**config.mk**
```make
export PLATFORM = sky130hd
export DESIGN_NAME = emmc_cmd_responder
export DESIGN_NICKNAME = d
export VERILOG_FILES = /design/src/rtl/emmc_pkg.sv /design/src/rtl/emmc_crc7.sv /design/src/rtl/emmc_cmd_responder.sv
export SDC_FILE = /design/constraint.sdc
export NUM_CORES = 1
export LEC_CHECK = 0
export ABC_CLOCK_PERIOD_IN_PS = 2500
export BUFFER_PORTS_ARGS = -buffer_cell sky130_fd_sc_hd__buf_4
export CAP_MARGIN = 0
export CORE_UTILIZATION = 50
export DETAILED_ROUTE_END_ITERATION = 6
export GPL_TIMING_DRIVEN = 0
export PLACE_DENSITY = 0.69
export SLEW_MARGIN = 20
export SYNTH_ARGS = -nofsm -noshare
export SYNTH_HDL_FRONTEND = slang
export SYNTH_HIERARCHICAL = 1
export SYNTH_SLANG_ARGS = --single-unit
```
**constraint.sdc**
```tcl
create_clock -name mclk -period 2.5 [get_ports mclk]
set_input_delay 0.125 -clock mclk [delete_from_list [all_inputs] [get_ports mclk]]
set_output_delay 0.125 -clock mclk [all_outputs]
set_load 0.02 [all_outputs]
```
**src/rtl/emmc_pkg.sv**
```systemverilog
// Shared constants, state encoding and CRC7 step function for the eMMC CMD-line responder.
// Optional receive CRC checking is enabled by defining EMMC_RESP_CRC_CHECK_EN.
package emmc_pkg;

    localparam int          FRAME_LEN  = 48;
    localparam int          CRC_LEN    = 40;
    localparam logic [6:0]  CRC7_POLY  = 7'h09;
    localparam logic [5:0]  CMD0_INDEX = 6'd0;

    typedef enum logic [2:0] {
        IDLE,
        RX,
        CHECK,
        WAIT_NCR,
        TX
    } state_t;

    // One bit of the x^7+x^3+1 CRC, MSB-first.
    function automatic logic [6:0] crc7_step(input logic [6:0] crc, input logic din);
        logic fb;
        fb = din ^ crc[6];
        return {crc[5:0], 1'b0} ^ (fb ? CRC7_POLY : 7'h00);
    endfunction

endpackage

```
**src/rtl/emmc_crc7.sv**
```systemverilog
// Serial CRC7 accumulator with synchronous clear; clear wins over enable.
module emmc_crc7
    import emmc_pkg::*;
(
    input  logic       mclk,
    input  logic       rstn,
    input  logic       clr,
    input  logic       en,
    input  logic       din,
    output logic [6:0] crc
);

    logic [6:0] crc_reg;

    always_ff @(posedge mclk or negedge rstn) begin
        if (!rstn) begin
            crc_reg <= '0;
        end else if (clr) begin
            crc_reg <= '0;
        end else if (en) begin
            crc_reg <= crc7_step(crc_reg, din);
        end
    end

    assign crc = crc_reg;

endmodule

```
**src/rtl/emmc_cmd_responder.sv**
```systemverilog
// eMMC device-side CMD line: receives 48-bit commands and answers with an R1-style response.
// Define EMMC_RESP_CRC_CHECK_EN to reject commands whose received CRC7 is wrong.
module emmc_cmd_responder
    import emmc_pkg::*;
#(
    parameter int NCR = 2
) (
    input  logic        mclk,
    input  logic        rstn,
    input  logic        cmd_i,
    output logic        cmd_o,
    output logic        cmd_oe,
    input  logic [31:0] resp_status,
    output logic        cmd_valid,
    output logic [5:0]  cmd_index,
    output logic [31:0] cmd_argument,
    output logic        crc_err,
    output logic        frame_err
);

    localparam int RX_BITS     = FRAME_LEN - 1;
    localparam int RX_CRC_BITS = CRC_LEN - 1;

    state_t      state_reg, state_next;
    logic [5:0]  rx_cnt_reg;
    logic [45:0] rx_shift_reg;
    logic [5:0]  tx_cnt_reg;
    logic [39:0] tx_shift_reg;
    logic [6:0]  wait_cnt_reg;
    logic        cmd_valid_reg, crc_err_reg, frame_err_reg;
    logic [5:0]  cmd_index_reg;
    logic [31:0] cmd_argument_reg, status_reg;

    logic [6:0]  crc_rx, crc_tx;
    logic [46:0] rx_frame;
    logic        rx_last, frame_ok, crc_ok, tx_bit;

    // The end bit is still on cmd_i when the frame is judged, so the verdict lands in CHECK.
    assign rx_frame = {rx_shift_reg, cmd_i};
    assign rx_last  = (state_reg == RX) && (rx_cnt_reg == 6'(RX_BITS - 1));
    assign frame_ok = rx_frame[46] && rx_frame[0];

`ifdef EMMC_RESP_CRC_CHECK_EN
    assign crc_ok  = (rx_frame[7:1] == crc_rx);
    assign crc_err = crc_err_reg;
`else
    logic unused_rx_crc;
    assign crc_ok        = 1'b1;
    assign crc_err       = 1'b0;
    assign unused_rx_crc = ^{crc_rx, rx_frame[7:1], crc_err_reg};
`endif

    // Start bit is excluded: a zero bit leaves a zero-initialised CRC unchanged.
    emmc_crc7 u_crc_rx (
        .mclk (mclk),
        .rstn (rstn),
        .clr  (state_reg != RX),
        .en   ((state_reg == RX) && (rx_cnt_reg < 6'(RX_CRC_BITS))),
        .din  (cmd_i),
        .crc  (crc_rx)
    );

    emmc_crc7 u_crc_tx (
        .mclk (mclk),
        .rstn (rstn),
        .clr  (state_reg != TX),
        .en   ((state_reg == TX) && (tx_cnt_reg < 6'(CRC_LEN))),
        .din  (tx_bit),
        .crc  (crc_tx)
    );

    always_ff @(posedge mclk or negedge rstn) begin
        if (!rstn) begin
            state_reg <= IDLE;
        end else begin
            state_reg <= state_next;
        end
    end

    always_comb begin
        state_next = state_reg;
        cmd_oe     = 1'b0;
        cmd_o      = 1'b1;
        // Bits 40..46 of the response map tx_cnt[2:0]=0..6 onto CRC bits 6..0.
        if (tx_cnt_reg < 6'(CRC_LEN)) begin
            tx_bit = tx_shift_reg[39];
        end else if (tx_cnt_reg < 6'(FRAME_LEN - 1)) begin
            tx_bit = crc_tx[3'd6 - tx_cnt_reg[2:0]];
        end else begin
            tx_bit = 1'b1;
        end
        case (state_reg)
            IDLE: begin
                if (!cmd_i) state_next = RX;
            end
            RX: begin
                if (rx_last) state_next = CHECK;
            end
            CHECK: begin
                if (!cmd_valid_reg || (cmd_index_reg == CMD0_INDEX)) state_next = IDLE;
                else                                                 state_next = WAIT_NCR;
            end
            WAIT_NCR: begin
                if (wait_cnt_reg == 7'(NCR - 1)) state_next = TX;
            end
            TX: begin
                cmd_oe = 1'b1;
                cmd_o  = tx_bit;
                if (tx_cnt_reg == 6'(FRAME_LEN - 1)) state_next = IDLE;
            end
            default: state_next = IDLE;
        endcase
    end

    always_ff @(posedge mclk or negedge rstn) begin
        if (!rstn) begin
            rx_cnt_reg       <= '0;
            rx_shift_reg     <= '0;
            tx_cnt_reg       <= '0;
            tx_shift_reg     <= '0;
            wait_cnt_reg     <= '0;
            cmd_valid_reg    <= 1'b0;
            crc_err_reg      <= 1'b0;
            frame_err_reg    <= 1'b0;
            cmd_index_reg    <= '0;
            cmd_argument_reg <= '0;
            status_reg       <= '0;
        end else begin
            cmd_valid_reg <= 1'b0;
            crc_err_reg   <= 1'b0;
            frame_err_reg <= 1'b0;
            case (state_reg)
                IDLE: rx_cnt_reg <= '0;
                RX: begin
                    rx_shift_reg <= {rx_shift_reg[44:0], cmd_i};
                    rx_cnt_reg   <= rx_cnt_reg + 6'd1;
                    if (rx_last) begin
                        frame_err_reg <= !frame_ok;
                        crc_err_reg   <= frame_ok && !crc_ok;
                        if (frame_ok && crc_ok) begin
                            cmd_valid_reg    <= 1'b1;
                            cmd_index_reg    <= rx_frame[45:40];
                            cmd_argument_reg <= rx_frame[39:8];
                            status_reg       <= resp_status;
                        end
                    end
                end
                CHECK: begin
                    wait_cnt_reg <= '0;
                    tx_cnt_reg   <= '0;
                    tx_shift_reg <= {2'b00, cmd_index_reg, status_reg};
                end
                WAIT_NCR: wait_cnt_reg <= wait_cnt_reg + 7'd1;
                TX: begin
                    tx_cnt_reg   <= tx_cnt_reg + 6'd1;
                    tx_shift_reg <= {tx_shift_reg[38:0], 1'b0};
                end
                default: ;
            endcase
        end
    end

    assign cmd_valid    = cmd_valid_reg;
    assign frame_err    = frame_err_reg;
    assign cmd_index    = cmd_index_reg;
    assign cmd_argument = cmd_argument_reg;

endmodule
```
After elaboration in Yosys (flattened, before gate mapping)
Index checks and enable logic that the tools add are counted.
{"block": "op_classes", "reduce_logical": 14, "n_lt_le_gt_ge": 3, "n_mux": 24, "add_sub_neg": 4, "n_bitwise": 2, "n_eq_ne": 12}
{"op": "40-bit one-hot mux with 2 select lines", "n": 1}
{"op": "6-bit one-hot mux with 2 select lines", "n": 2}
{"op": "3-bit one-hot mux with 5 select lines", "n": 1}
{"op": "7-bit two-way mux", "n": 2}
{"op": "7-bit one-hot mux with 2 select lines", "n": 1}
{"op": "6-bit by 1-bit adder with 6-bit output (second input constant)", "n": 2}
{"op": "6-bit == test (second input constant)", "n": 2}
{"op": "6-bit < comparator (second input constant)", "n": 2}
{"op": "3-bit two-way mux", "n": 4}
{"op": "1-bit two-way mux", "n": 10}
{"op": "2-bit nonzero test", "n": 4}
{"op": "7-bit by 1-bit adder with 7-bit output (second input constant)", "n": 1}
{"op": "7-bit by 1-bit == test with 1-bit output (second input constant)", "n": 1}
{"op": "7-bit XOR", "n": 1}
{"op": "3-bit by 2-bit == test with 1-bit output (second input constant)", "n": 2}
{"op": "6-bit zero test", "n": 1}
{"op": "2-bit != test (second input constant)", "n": 3}
{"op": "3-bit by 4-bit < comparator with 1-bit output (second input constant)", "n": 1}
{"op": "4-bit two-way mux", "n": 1}
{"op": "4-bit AND reduction", "n": 1}
{"op": "1-bit binary-select mux with 3-bit select", "n": 1}
{"op": "3-bit by 1-bit == test with 1-bit output (second input constant)", "n": 1}
{"op": "3-bit == test (second input constant)", "n": 1}
{"op": "1-bit logical AND", "n": 3}
{"op": "other kinds (9)", "n": 10}
{"block": "word_totals", "register_bits": 187, "in_bits": 35}

Logic depth before layout (Yosys ltp)
{"block": "logic_depth", "word_depth": 10, "ltp_mapped": 9, "depth_no_buf": 8}

Hierarchy
Netlist, hierarchy kept.
{"module": "emmc_cmd_responder", "instances": 1, "area_each_um2": 7395.8, "cells_each": 568}
{"module": "emmc_crc7", "instances": 1, "area_each_um2": 307.8, "cells_each": 28}

Worst setup path before layout
OpenSTA, ideal clock, no wires.
{"block": "synth_path", "path_type": "register to register", "from": "reg tx_cnt_reg[0]", "to": "reg u_crc_tx.crc_reg[3] (netlist: u_crc_tx/crc[3])", "t_required_ps": 2413, "setup_slack_ps": 490, "arrival_time_ps": 1923, "path_buffers": 1, "stages_incl_launch_ff": 10, "period_less_slack_ps": 2010, "setup_time_ps": 87, "cell_sequence": "dfrtp_1 ha_1 clkbuf_1 xor2_1 mux4_2 nand3b_1 o21ai_0 xnor2_1 nand4b_1 o211ai_1"}
{"block": "synth_via", "elab_chain_cells": 10}
{"element": "start: declaration", "line": "emmc_cmd_responder.sv:27", "rtl": "logic [5:0] tx_cnt_reg;"}
{"element": "start signal: assignment", "line": "emmc_cmd_responder.sv:155", "rtl": "tx_cnt_reg <= tx_cnt_reg + 6'd1;"}
{"element": "3-bit subtractor", "line": "emmc_cmd_responder.sv:88", "rtl": "tx_bit = crc_tx[3'd6 - tx_cnt_reg[2:0]];"}
{"element": "1-bit binary-select mux with 3-bit select", "line": "emmc_cmd_responder.sv:88"}
{"element": "1-bit two-way mux (not written as such)", "line": "emmc_cmd_responder.sv:88"}
{"element": "1-bit two-way mux", "line": "emmc_cmd_responder.sv:87", "rtl": "end else if (tx_cnt_reg < 6'(FRAME_LEN - 1)) begin"}
{"element": "1-bit two-way mux *", "line": "emmc_cmd_responder.sv:85", "rtl": "if (tx_cnt_reg < 6'(CRC_LEN)) begin"}
{"element": "named net tx_bit", "line": "emmc_cmd_responder.sv:36", "rtl": "logic rx_last, frame_ok, crc_ok, tx_bit;"}
{"element": "1-bit XOR *", "line": "emmc_pkg.sv:21", "rtl": "fb = din ^ crc[6];"}
{"element": "4-bit two-way mux *", "line": "emmc_pkg.sv:22", "rtl": "return {crc[5:0], 1'b0} ^ (fb ? CRC7_POLY : 7'h00);"}
{"element": "7-bit XOR *", "line": "emmc_pkg.sv:22"}
{"element": "7-bit two-way mux *", "line": "emmc_crc7.sv:20", "rtl": "end else if (en) begin"}
{"element": "7-bit two-way mux *", "line": "emmc_crc7.sv:18", "rtl": "end else if (clr) begin"}
{"element": "end signal: assignment", "line": "emmc_crc7.sv:21", "rtl": "crc_reg <= crc7_step(crc_reg, din);"}
{"element": "end: declaration", "line": "emmc_crc7.sv:13", "rtl": "logic [6:0] crc_reg;"}
Mark *: on every way through the listed nets, which the timed path passes. The rest lies on a longest branch. The select of a mux whose other input is x is not followed.
A chain may end at the register's enable or synchronous reset.

Worst setup path after layout
{"block": "layout_path", "from": "reg state_reg[0]", "to": "out cmd_o"}
{"block": "layout_via", "elab_chain_cells": 2}
{"element": "start: declaration", "line": "emmc_cmd_responder.sv:24", "rtl": "state_t state_reg, state_next;"}
{"element": "start signal: assignment", "line": "emmc_cmd_responder.sv:76", "rtl": "state_reg <= state_next;"}
{"element": "3-bit == test", "line": "emmc_cmd_responder.sv:92", "rtl": "case (state_reg)"}
{"element": "1-bit two-way mux", "line": "emmc_cmd_responder.sv:92"}
{"element": "end: declaration", "line": "emmc_cmd_responder.sv:11", "rtl": "output logic cmd_o,"}
No other way between the ends.

==> run metrics <==
CTS tree built; WHS 0.3315 ns; post-CTS setup repair buffer count 0; # H-tree levels 4; HP Class input pin to async pin; number of global-route vias before repair 5071; Sequential Power Share 49.0%; Tot Pwr 7.920 mW; startpoint types flip-flop; FF/Latch Area 4681 µm²; worst slack, placed 0.1917 ns; Internal 5.731 mW; xor/xnor share of the synthesized area 0.3411%; post-route antenna net violation count 0; max FFs per register 46; status finished clean; post-DR wirelength/cell 15.67 µm; CP required 2.38 ns; I/O Buffers 76; met1 usage in global routing 26.61%; Cells after Synth 596; count of cell types in the netlist 48; crit path max fanout 10; Synth Area in Adders 0.8121%; TNS Setup 0 ns; Max IR drop VDD 0.0005809 V; syn nets 636; Comb power frac 18.0%; # fillers 1153; Area Overhead vs Synth 23.21%; Final setup viols 0; number of DRC markers in iteration 0 289; DRC viols 0; Initial DRT Pass Iterations 4; grt met3 use 6.287%; Most used DFF post-synth dfrtp_1; Die Wd 126.1 µm; Sink Count 187; worst-margin pin slew 0.5093 ns; fin. max-slew vios 0; Synth Area in Compound Gates 7.390%; slack of the critical path 0.1319 ns; CTS root buf clkbuf_16; Worst-path clk slew 0.07 ns; multi-input logic area 2770 µm²; FFs w/ async S/R, synth 100.0%; Reg2Reg Depth 8; RSZ-0062 raised after global routing no; Max Fclk 0.4223 GHz; synthesized area 7704 µm²; max cap viols 0; dpl hpwl 9.502 mm; crit path kind flip-flop to output port; cell area after layout 9492 µm²; # IOs 78; synthesis warning total 6; Num CTS Buffers 17; GPL Wtd Cong 0.7896; sw frac 27.64%; Site Rows 45; simple-gate share of the synthesized area 8.657%; P_sw 2.189 mW; routed via count 4955; post-layout util 62.67%; Final period util 94.72%; post-synthesis sequential area ratio 60.74%; fin crit period 2.368 ns; largest net degree at the start of global routing 105; Die H 126.1 µm; Final nets 766; met2 usage 31.43%; maximum clock path buffer count 2; Pleak 4.802 nW; EDFF count, synth 0; vias per cell 5.345; critical path endpoint category output port; global route total overflow 0; largest family of logic cells by synthesized area multiplexers; first-pass GRT wire length 25.06 mm; core box area 15150 µm²; initial core utilization 50.86%; Finished Layout Cells 927; mux cell area share after synthesis 18.68%; clock skew 0.01317 ns; Post-DP Area 8572 µm²; DP Cell Count 862; worst skew pair latency 0.43 ns; Critical Path AT 2.24 ns; Slew headroom 66.05%; diode count 0; FF+latch count, synth 187; layout cells sized above 1 26.66%; antenna violations before repair 0; Pwr per Cell Area 834.4 nW/µm²; Syn Area/Cell 12.93 µm²; grt peak-use layer met2; Tot GR Track Use 20.04%; final hold violation count 0; die area 15910 µm²; clock power share 33.0%; WL final 14.52 mm
-- final timing paths --
path | startpoint | to | slack, ns
min reg2reg | tx_shift_reg[14] | tx_shift_reg[14] | 0.48
min | rstn | u_crc_tx/crc[0] | 0.33
max reg2reg | tx_cnt_reg[0] | u_crc_tx/crc[3] | 0.44
min in group mclk | resp_status[6] | status_reg[6] | 0.46
max | state_reg[0] | cmd_o | 0.13
max in group asynchronous | rstn | tx_shift_reg[35] | 1.39
-- final cells by class --
type	instances	share of cell area (%)
Clock inverter	15	1.621
Clock buffer	17	4.482
Tap cell	188	2.478
Sequential cell	187	49.31
Multi-Input combinational cell	369	29.19
Timing Repair Buffer	112	10.26
Buffer	34	2.412
Inverter	5	0.2505
-- critical path: stages, from the launching register on --
cell and delay [ns]:
dfrtp_1 0.35, buf_2 0.17, or3b_2 0.46, buf_6 0.15, clkinv_4 0.08, buf_2 0.25
o211ai_1 0.16, buf_4 0.19
-- cells by family (layout without fill, tap and decap cells) --
group           Yosys count  in the layout
buf+inv                  40            183
other cells               1              1
xor+xnor                  3              3
fa+ha+maj                 5              5
mux                     128            128
simple gates            149            149
compound gates           83             83
flops                   187            187
-- cell usage after synthesis, types with 4 or more instances --
master | number | area (µm²)
nor2_1 | 19 | 71.32
ha_1 | 5 | 62.56
nand3_1 | 7 | 35.03
buf_6 | 9 | 101.4
a22o_1 | 6 | 52.55
o21ai_0 | 17 | 85.08
a22oi_1 | 37 | 277.8
mux2i_1 | 11 | 110.1
dfrtp_1 | 187 | 4679
nand2_1 | 101 | 379.1
clkbuf_1 | 7 | 26.28
buf_2 | 15 | 75.07
mux2_2 | 47 | 529.3
a21oi_1 | 9 | 45.04
buf_4 | 4 | 30.03
inv_1 | 4 | 15.01
mux2_1 | 69 | 777.0
nor3_1 | 4 | 20.02
-- power groups by stage --
stage          Combinational, mW  Clock [mW]  Sequential (mW)
6_report                    1.43        2.61             3.88
5_1_grt                     1.59        2.81             3.95
4_1_cts                     1.46        2.67             3.88
3_5_place_dp                1.39           0             3.93
3_3_place_gp                1.32           0             3.90
2_1_floorplan               1.09           0             3.81
-- layer usage --
metal	vias up	share of wire [%]
met1	2507	46
met5	-	0
met2	84	49
li1	2351	-
met3	13	4.7
met4	0	0.85
-- layout by cell type, fill, tap and decap left out, types with 17 or more instances in the layout --
| cell type | Yosys | routed |
|---|---|---|
| dfrtp_1 | 187 | 186 |
| mux2_2 | 47 | 47 |
| dlygate4sd3_1 | 0 | 34 |
| a22oi_1 | 37 | 37 |
| o21ai_0 | 17 | 17 |
| buf_4 | 4 | 79 |
| nor2_1 | 19 | 19 |
| clkbuf_16 | 0 | 17 |
| mux2_1 | 69 | 69 |
| nand2_1 | 101 | 101 |
-- repair_timing --
| item | CTS | global route |
|---|---|---|
| hold buffers | 34 | 0 |
| setup endpoints to repair | 1 | 1 |
| pin swaps | 0 | 0 |
| gates resized for setup | 0 | 2 |
| hold endpoints to repair | 137 | 0 |
No activity file was read; power rests on OpenSTA's default activity.
